### config.mk
export PLATFORM = sky130hd
export DESIGN_NAME = bit_serial_subtractor
export DESIGN_NICKNAME = d
export VERILOG_FILES = /design/src/rtl/sersub_pkg.sv /design/src/rtl/fs_bit_cell.sv /design/src/rtl/bit_serial_subtractor.sv
export SDC_FILE = /design/constraint.sdc
export NUM_CORES = 1
export LEC_CHECK = 0
export CAP_MARGIN = 25
export CORE_MARGIN = 3
export CORE_UTILIZATION = 59
export CTS_BUF_LIST = sky130_fd_sc_hd__clkbuf_8
export CTS_CLUSTER_SIZE = 30
export DETAILED_ROUTE_END_ITERATION = 8
export PLACE_DENSITY = 0.79
export SYNTH_ARGS = -nofsm -noshare
export SYNTH_HDL_FRONTEND = slang
export SYNTH_HIERARCHICAL = 1
export SYNTH_SLANG_ARGS = --single-unit
### constraint.sdc
create_clock -name clk -period 2.4 [get_ports clk]
set_input_delay 0.48 -clock clk [delete_from_list [all_inputs] [get_ports clk]]
set_output_delay 0.48 -clock clk [all_outputs]
set_load 0.01 [all_outputs]
### src/rtl/sersub_pkg.sv
// Shared types and constants for the bit-serial subtractor.
// Holds the FSM encoding, the default width and the counter-width helper.
package sersub_pkg;

  typedef enum logic [1:0] {
    ST_IDLE = 2'd0,
    ST_RUN  = 2'd1,
    ST_DONE = 2'd2
  } state_t;

  localparam int SERSUB_WIDTH_DEF = 8;

  function automatic int clog2(input int v);
    int r;
    r = 0;
    for (int i = 0; i < 32; i++)
      if ((1 << i) < v) r = i + 1;
    return r;
  endfunction

endpackage

### src/rtl/fs_bit_cell.sv
// One-bit full subtractor: diff = a - b - bin, purely combinational.
// Ports: a, b, bin in; diff, bor out.
module fs_bit_cell (
  input  logic a,
  input  logic b,
  input  logic bin,
  output logic diff,
  output logic bor
);

  assign diff = a ^ b ^ bin;
  assign bor  = (~a & bin) | (b & bin) | (~a & b);

endmodule

### src/rtl/bit_serial_subtractor.sv
// Bit-serial WIDTH-bit subtractor a - b - bin, LSB first, one cell shared.
// Ports: clk, rst_n, start, a, b, bin in; busy, done, diff, bor out;
// ovf out only when SERSUB_OVF_EN is defined.
module bit_serial_subtractor
  import sersub_pkg::*;
#(
  parameter int WIDTH = SERSUB_WIDTH_DEF
) (
  input  logic             clk,
  input  logic             rst_n,
  input  logic             start,
  input  logic [WIDTH-1:0] a,
  input  logic [WIDTH-1:0] b,
  input  logic             bin,
  output logic             busy,
  output logic             done,
  output logic [WIDTH-1:0] diff,
  output logic             bor
`ifdef SERSUB_OVF_EN
  ,
  output logic             ovf
`endif
);

  localparam int CW = (clog2(WIDTH) < 1) ? 1 : clog2(WIDTH);
  localparam logic [CW-1:0] LAST = CW'(WIDTH - 1);

  state_t           r_state;
  logic [CW-1:0]    r_cnt;
  logic [WIDTH-1:0] r_a_sr;
  logic [WIDTH-1:0] r_b_sr;
  logic [WIDTH-1:0] r_r_sr;
  logic             r_borrow;
  logic             r_busy;
  logic             r_done;
  logic [WIDTH-1:0] r_diff;
  logic             r_bor;
`ifdef SERSUB_OVF_EN
  logic             r_amsb;
  logic             r_bmsb;
  logic             r_ovf;
`endif

  logic             w_d;
  logic             w_bnext;
  logic [WIDTH-1:0] w_r_next;

  fs_bit_cell u_cell (
    .a    (r_a_sr[0]),
    .b    (r_b_sr[0]),
    .bin  (r_borrow),
    .diff (w_d),
    .bor  (w_bnext)
  );

  // new bit enters at the MSB; after WIDTH shifts bit 0 is the first bit
  assign w_r_next = {w_d, r_r_sr[WIDTH-1:1]};

  always_ff @(posedge clk or negedge rst_n) begin
    if (!rst_n) begin
      r_state  <= ST_IDLE;
      r_cnt    <= '0;
      r_a_sr   <= '0;
      r_b_sr   <= '0;
      r_r_sr   <= '0;
      r_borrow <= 1'b0;
      r_busy   <= 1'b0;
      r_done   <= 1'b0;
      r_diff   <= '0;
      r_bor    <= 1'b0;
`ifdef SERSUB_OVF_EN
      r_amsb   <= 1'b0;
      r_bmsb   <= 1'b0;
      r_ovf    <= 1'b0;
`endif
    end else begin
      case (r_state)
        ST_IDLE, ST_DONE: begin
          r_done <= 1'b0;
          if (start) begin
            r_a_sr   <= a;
            r_b_sr   <= b;
            r_borrow <= bin;
            r_cnt    <= '0;
            r_busy   <= 1'b1;
            r_state  <= ST_RUN;
`ifdef SERSUB_OVF_EN
            r_amsb   <= a[WIDTH-1];
            r_bmsb   <= b[WIDTH-1];
`endif
          end else begin
            r_state <= ST_IDLE;
          end
        end
        ST_RUN: begin
          r_r_sr   <= w_r_next;
          r_a_sr   <= {1'b0, r_a_sr[WIDTH-1:1]};
          r_b_sr   <= {1'b0, r_b_sr[WIDTH-1:1]};
          r_borrow <= w_bnext;
          r_cnt    <= r_cnt + 1'b1;
          if (r_cnt == LAST) begin
            r_diff  <= w_r_next;
            r_bor   <= w_bnext;
            r_busy  <= 1'b0;
            r_done  <= 1'b1;
            r_state <= ST_DONE;
`ifdef SERSUB_OVF_EN
            // w_d is the MSB of the new result
            r_ovf   <= (r_amsb ^ r_bmsb) & (w_d ^ r_amsb);
`endif
          end
        end
        default: begin
          r_state <= ST_IDLE;
          r_busy  <= 1'b0;
          r_done  <= 1'b0;
        end
      endcase
    end
  end

  assign busy = r_busy;
  assign done = r_done;
  assign diff = r_diff;
  assign bor  = r_bor;
`ifdef SERSUB_OVF_EN
  assign ovf  = r_ovf;
`endif

endmodule

-- Yosys cells after proc, flatten, opt, wreduce, memory -nomap -nowiden
Cells that the tools add are included.
- flip-flop bits (word level): 70
- input port bits: 20
- output and inout port bits: 11
- word-level logic and storage cells: 46
- $add $sub $neg: 1
- eq/ne operators: 5
- multiplexer cells: 16
- bitwise operators: 8
- reductions and logical operators: 6
- operators by type and width (kind ; number):
    one-hot mux 32 bit (2 select lines) ; 1
    adder 32 x 1 -> 32 bit (second input constant) ; 1
    == test 32 x 3 -> 1 bit (second input constant) ; 1
    two-way mux 32 bit ; 1
    one-hot mux 8 bit (2 select lines) ; 2
    two-way mux 8 bit ; 2
    two-way mux 1 bit ; 6
    AND reduction 2 bit ; 3
    inequality test 2 bit (second input constant) ; 2
    one-hot mux 1 bit (2 select lines) ; 2
    one-hot mux 2 bit (2 select lines) ; 1
    bitwise AND 1 bit ; 3
    == test 2 x 1 -> 1 bit (second input constant) ; 1
    == test 2 bit (second input constant) ; 1
    logical NOT 2 bit ; 1
    two-way mux 2 bit ; 1
    bitwise OR 1 bit ; 2
    nonzero test 2 bit ; 1
    OR reduction 2 bit ; 1
    bitwise XOR 1 bit ; 2
    inverter 1 bit ; 1

-- Logic depth before layout (Yosys ltp)
Gate-level depths: netlist (run 1).
- word-level depth: 5
- gate-level depth with buffers: 6
- mapped depth without buffers: 5

-- Modules after synthesis
Netlist (run 1), hierarchy kept.
- modules (own cells, without submodules) (module ; instances ; cells each ; area each (µm²) ; sequential area each (µm²)):
    bit_serial_subtractor ; 1 ; 295 ; 3098.0 ; 1701.6
    fs_bit_cell ; 1 ; 3 ; 27.5 ; 0.0

-- Least setup slack after synthesis (run 1)
No wires, ideal clock.
- path type: flip-flop to flip-flop
- start point: register r_cnt[0]
- end point: register r_bor (netlist: bor)
- setup time: 0.125 ns
- arrival time: 1.719 ns
- required time: 2.275 ns
- slack: 0.556 ns
- cell stages (with the launch flop): 6
- path buffers: 0
- period minus slack after synthesis: 1.844 ns
- path through: dfrtp_1 > ha_1 > and4bb_1 > nand4_1 > nor3_4 > mux2_2
- cells in the longest elaborated chain, start to end: 2
- RTL lines (what ; line ; source):
    start: declaration ; bit_serial_subtractor.sv:29 ; logic [CW-1:0] r_cnt;
    start signal: assignment ; bit_serial_subtractor.sv:100 ; r_cnt <= r_cnt + 1'b1;
    == test 32 x 3 -> 1 bit ; bit_serial_subtractor.sv:101 ; if (r_cnt == LAST) begin
    AND reduction 2 bit (no source line) ; - ;
    end signal: assignment ; bit_serial_subtractor.sv:103 ; r_bor <= w_bnext;
    end: declaration ; bit_serial_subtractor.sv:37 ; logic r_bor;
No other way between the ends.
A chain may end at the register's enable or synchronous reset.

-- Final worst setup path (run 1)
Same ends and word-level chain as after synthesis.

==> results of run 1 <==
[power groups by stage]
stage / sequential (mW) / clock, mW / combinational [mW]
after detailed placement: 1.20 / 0 / 0.0822
final: 1.18 / 1.03 / 0.0801
after CTS: 1.18 / 1.04 / 0.0822
after floorplan: 1.20 / 0 / 0.0175
after global routing: 1.18 / 1.11 / 0.0914
after global placement: 1.20 / 0 / 0.0807
[kinds of logic after synthesis]
kind of cell,after synthesis
AND/OR/NAND/NOR,147
flip-flops,68
multiplexers,33
AO/OA/AOI/OAI,32
buffers and inverters,16
adder cells (fa/ha/maj),2
[registers in the layout (all words and copies together), names as in the netlist]
name,cells
diff,8
r_r_sr,7
r_b_sr,8
r_a_sr,8
r_borrow,1
r_cnt,32
bor,1
r_state,2
busy,1
[cell usage after synthesis, types with 2 or more instances]
cell type	n	area, sq um
nand2_1	84	315
dfrtp_1	68	1700
mux2i_1	24	240
a22oi_1	15	113
nand3_1	15	75.1
clkbuf_1	11	41.3
nand4_1	11	68.8
mux2_2	9	101
and3_1	7	43.8
nor4_1	7	43.8
nor2_1	5	18.8
o21ai_0	5	25.0
a22o_1	3	26.3
and4_1	3	26.3
inv_1	3	11.3
o211ai_1	3	22.5
o31ai_1	3	22.5
nand2b_1	2	12.5
nor2b_1	2	12.5
nor3_1	2	10.0
nor4_4	2	42.5
[cell usage in the layout (no fill, tap or decap), types with 6 or more instances in the layout]
cell	count
nand2_1	84
dfrtp_1	68
clkdlybuf4s50_1	29
mux2i_1	24
nand3_1	15
a22oi_1	15
nand4_1	11
clkbuf_8	10
mux2_2	9
nor4_1	7
and3_1	7
buf_4	6
[path summary, 6_finish.rpt]
kind | startpoint | to | slack (ns) | depth (start not counted)
hold / removal | rst_n | r_cnt[7] | 0.17 | 1
hold reg to reg | r_a_sr[6] | r_a_sr[6] | 0.48 | 2
setup reg to reg | r_cnt[0] | bor | 0.31 | 5
max in group asynchronous | rst_n | r_cnt[28] | 1.58 | 2
setup / recovery | r_cnt[0] | bor | 0.31 | 5
min in group clk | r_a_sr[6] | r_a_sr[6] | 0.48 | 2
[metal layers]
layer  routed length [microns]  up-vias  global-route usage [%]
li1                          -     1139                       -
met1                      3050     1163                    31.9
met2                      3030       63                    38.0
met3                       309       10                    5.22
met4                        92        0                    7.87
met5                         0        -                       0
[final cells by class]
cell class              count  area share, %
clock buffers              10           3.68
inverters                   3          0.301
repair buffers             37           9.64
multi-input cells         214           36.5
flip-flops and latches     68           45.5
well taps                  67           2.24
clock inverters             6           2.14
[worst register-to-register path: cells and delay by family (launching register included)]
kind	cells	cell delay [ns]
adders and majority gates	1	0.28
muxes	1	0.40
and+or+nand+nor	3	0.87
DFF	1	0.42
[metrics by stage]
step	utilization, %	power (mW)	hold slack [ns]	cell area, sq um
after floorplan	-	1.21	0.184	3130
after detailed placement	71.7	1.28	0.469	3520
final	76.1	2.29	0.166	3740
after global placement	71.7	1.28	0.459	3520
after global routing	76.1	2.38	0.210	3740
after CTS	76.1	2.30	0.179	3740
==> impl_metrics.yaml, run 1 <==
setup_path:
  path_class: "reg2reg"
  critPathArrivalTime_ns: 2.31
  crit_buf_inv: 0
  critPathRequiredTime_ns: 2.62
  cp_slowest_cell: "nor3_4"
  cp_slowest_stage_delay_ns: 0.48
  cp-end-kind: "flip-flop"
  crit_family: "simple AND/OR/NAND/NOR gates"
  cp_cell_sequence: "ha_1 > and4bb_1 > nand4_1 > nor3_4 > mux2_2"
  critPathMaxFanout: 10
  start_kind: "flip-flop"
drt:
  avgRoutedWirePerCell_microns: 16.0
  drc: 0
  via_count: 2375
  vias_per_cell: 5.86
  dr.pass1.iters: 5
  drt_iter0_markers: 137
  wl_mm: 6.48
  drtAntennaViolNets: 0
synthesis:
  yosys.area_share.simple_pct: 24.2
  synthCells: 298
  ys_ff_latch: 68
  synth.area.mux_share_pct: 10.9
  ys_async_sr_fraction_pct: 100
  synth_cell_type_count: 35
  synthFlopType: "dfrtp_1"
  synth_top_family_by_area: "simple AND/OR/NAND/NOR gates"
  synth_compound_area_share_pct: 7.41
  synth.yosys.seq_area_share_pct: 54.4
  syn_area_per_cell_sq_um: 10.5
  synthXorXnorAreaFrac_pct: 0
  yosys.area_share.adder_pct: 1.04
  synth_nets: 320
  synth_warnings: 6
  syn_area_sq_um: 3130
  synth_edf_count: 0
finish:
  multi_input_area_sq_um: 1360
  drive_gt1_share_pct: 10.9
  stdcell_count: 405
  register_area_sq_um: 1700
  antenna_cells: 0
  fillerInstances: 350
  area_growth_pct: 19.6
  nets: 355
global_route:
  grt_max_degree: 42
  first_global_vias: 2443
  track_usage_pct: 23.6
  gr-total-overflow: 0
  grt_pass1_wl_mm: 11.5
  antenna_found_initial: 0
pwr:
  p_clk_share_pct: 45.0
  switching_share_pct: 20.9
  p_comb_share_pct: 3.5
  intPower_mw: 1.81
  seqPwrFrac_pct: 51.5
  powerDensity_nw_per_um2: 612
  p_leak_nw: 1.83
  ir_worst_vdd_uv: 452
  net-switching-power_mw: 0.478
clock_network:
  cts_hold_buf: 0
  clk_latency_ns: 0.33
  clkSinkCount: 68
  postCtsSetupRepairBufs: 0
  cts-root-buf: "clkbuf_8"
  cts_inserted_buffers: 9
  cts_resized: 0
  clockBufferDepth: 2
  cts_tree: "yes"
  clkSlewWorstSetupHoldPaths_ns: 0.07
  htree_levels: 3
floorplanning:
  dieArea_sq_um: 6210
  pin_count: 31
  coreArea_sq_um: 4910
  die_x_microns: 78.8
  die_h_microns: 78.8
  rows: 25
  start_util_pct: 63.6
run:
  drv_cap: 0
timing:
  max_freq_ghz: 0.478
  finalCritPeriodShare_pct: 87.1
  timing.final.ws_setup_ns: 0.310
  period_needed_ns: 2.09
  hold_violations: 0
  max_slew.worst_pin.slew_ns: 0.644
  fin_setup_tns_ns: 0
  finClkSkew_ns: 0.00492
  max_slew_margin_pct: 57.0
  rsz0062_at_grt: "false"
  finalMaxSlewViolations: 0
  finalSetupViolations: 0
status:
  outcome: "completed"
placement:
  dp_cells: 389
  place_ws_ns: 0.331
  dp_hpwl_mm: 4.36
  place_congestion: 0.834
  place.port_buffers: 30
hold_path:
  hold_class: "in2async"
No activity file was read; power rests on OpenSTA's default activity.
==> run 2: changes to the inputs <==
MAX_ROUTING_LAYER = met4   (was not set)
PLACE_DENSITY = 0.83   (was 0.79)
==> run 2 against run 1 <==
  * Count of clock-buffer cells in the layout is 1 higher
  * Worst setup slack worse by 0.0067 ns
  * Critical path depth stayed put
  * Total power is 2.5% lower
  * Global-route usage is 0.72 points higher
  * Fmax is 0.32% lower
  * Flip-flop and latch count stayed put
  * Final cell count stayed put
  * Register-to-register slack hardly changed
  * Via count hardly changed
  * Sequential power hardly changed
  * Critical path type unchanged
  * Highest routed layer unchanged
==> impl_metrics.yaml, run 2 (synthesis gave the netlist of run 1 again) <==
drt:
  drc: 0
  wl_mm: 6.45
  drtAntennaViolNets: 0
  drt_iter0_markers: 159
  avgRoutedWirePerCell_microns: 15.9
  dr.pass1.iters: 4
  via_count: 2374
  vias_per_cell: 5.86
setup_path:
  reg2reg_slack_ns: 0.30
  setup.worst_path.end: "diff[7]"
  cp_slowest_stage_delay_ns: 0.49
  path_class: "reg2reg"
  critPathRequiredTime_ns: 2.63
  timing.rr.end: "diff[7]"
  critPathArrivalTime_ns: 2.33
  critPathMaxFanout: 10
  cp_slowest_cell: "nor3_4"
  start_kind: "flip-flop"
  r2r_cells: 5
  cp_cell_sequence: "ha_1 > and4bb_1 > nand4_1 > nor3_4 > mux2_2"
  critPathLaunch: "r_cnt[0]"
  cp-end-kind: "flip-flop"
  r2r-start: "r_cnt[0]"
clock_network:
  cts_inserted_buffers: 9
  clkSinkCount: 68
  clkSlewWorstSetupHoldPaths_ns: 0.07
  cts-root-buf: "clkbuf_8"
  htree_levels: 3
  clk_latency_ns: 0.34
  cts_resized: 0
  cts_tree: "yes"
  clockBufferDepth: 2
  postCtsSetupRepairBufs: 0
  cts_hold_buf: 0
floorplanning:
  rows: 25
  die_h_microns: 78.8
  pin_count: 31
  dieArea_sq_um: 6210
  die_x_microns: 78.8
  coreArea_sq_um: 4910
  start_util_pct: 63.6
timing:
  finalCritPeriodShare_pct: 87.4
  max_slew.worst_pin.slew_ns: 0.617
  max_slew_margin_pct: 58.6
  finClkSkew_ns: 0.00768
  rsz0062_at_grt: "false"
  fin_setup_tns_ns: 0
  finalMaxSlewViolations: 0
  period_needed_ns: 2.10
  finalSetupViolations: 0
  max_freq_ghz: 0.477
  hold_violations: 0
global_route:
  globalRouteMet1Util_pct: 28.8
  grt_pass1_wl_mm: 11.3
  grtUsageMet2_pct: 40.2
  gr-total-overflow: 0
  track_usage_pct: 24.3
  grt_use_met3_pct: 7.26
  antenna_found_initial: 0
  grt_max_degree: 48
  first_global_vias: 2439
  grt_busiest_layer: "met2"
finish:
  nets: 355
  final_core_util_pct: 76.0
  layout_commonest_cell: "nand2_1"
  final_cell_mix: "nand2_1 (84), dfrtp_1 (68), clkdlybuf4s50_1 (29)"
  regMostFlops: "r_cnt"
  largest_reg_flops: 32
  area_growth_pct: 19.4
  drive_gt1_share_pct: 11.5
  antenna_cells: 0
  fillerInstances: 357
status:
  outcome: "completed"
pwr:
  p_leak_nw: 1.82
  ir_worst_vdd_uv: 409
  powerDensity_nw_per_um2: 597
placement:
  place_congestion: 0.801
  dp_hpwl_mm: 4.30
  place.port_buffers: 30
hold_path:
  hold_class: "in2async"
run:
  drv_cap: 0
run 2: cell types whose count changed in the layout (fill, tap and decap cells not counted), sizes merged:
cell,before,now
bufinv,2,1
inv,5,3
clkinv,1,3
clkbuf,10,11
run 2: how the worst min path moves through the flow:
stage | to | startpoint | cells past startpoint | slack, ns
final | r_cnt[23] | rst_n | 1 | 0.10
after global routing | r_cnt[23] | rst_n | 1 | 0.12
after CTS | r_cnt[23] | rst_n | 1 | 0.11
after detailed placement | r_a_sr[2] | r_a_sr[2] | 2 | 0.46
after global placement | r_b_sr[5] | r_b_sr[5] | 2 | 0.46
after floorplan | bor | rst_n | 0 | 0.18
run 2: critical path, delay by kind of cell, from the launching register on:
family                   cells  cell delay, ns
AND/OR/NAND/NOR              3            0.92
flip-flops                   1            0.40
multiplexers                 1            0.39
adder cells (fa/ha/maj)      1            0.27
run 2: metrics by stage:
step                hold slack, ns  power, mW  setup WS, ns  instances  cell area, sq um
floorplan                    0.184       1.21         0.556        298              3130
global placement             0.461       1.28         0.402        389              3520
detailed placement           0.464       1.28         0.306        389              3520
CTS                          0.108       2.25         0.295        405              3730
global route                 0.118       2.32         0.190        405              3730
finish                       0.105       2.23         0.303        405              3730
run 2: where the power goes:
| group | leakage, nW | switching [mW] | internal, mW |
|---|---|---|---|
| Clock | 0.106 | 0.434 | 0.538 |
| Sequential | 0.789 | 0.0146 | 1.16 |
| Combinational | 0.928 | 0.0387 | 0.0401 |
run 2: final cells by class:
cell class	count	area, sq um	area share [%]
multi-input cells	214	1360	36.5
clock inverters	5	60.1	1.61
inverters	3	11.3	0.302
repair buffers	37	360	9.66
flip-flops and latches	68	1700	45.6
well taps	67	83.8	2.25
clock buffers	11	151	4.06
run 2: per-layer routing:
metal / vias up / share of wire (%)
li1: 1133 / -
met1: 1181 / 43
met2: 48 / 51
met3: 12 / 4.0
met4: 0 / 1.7
met5: - / 0
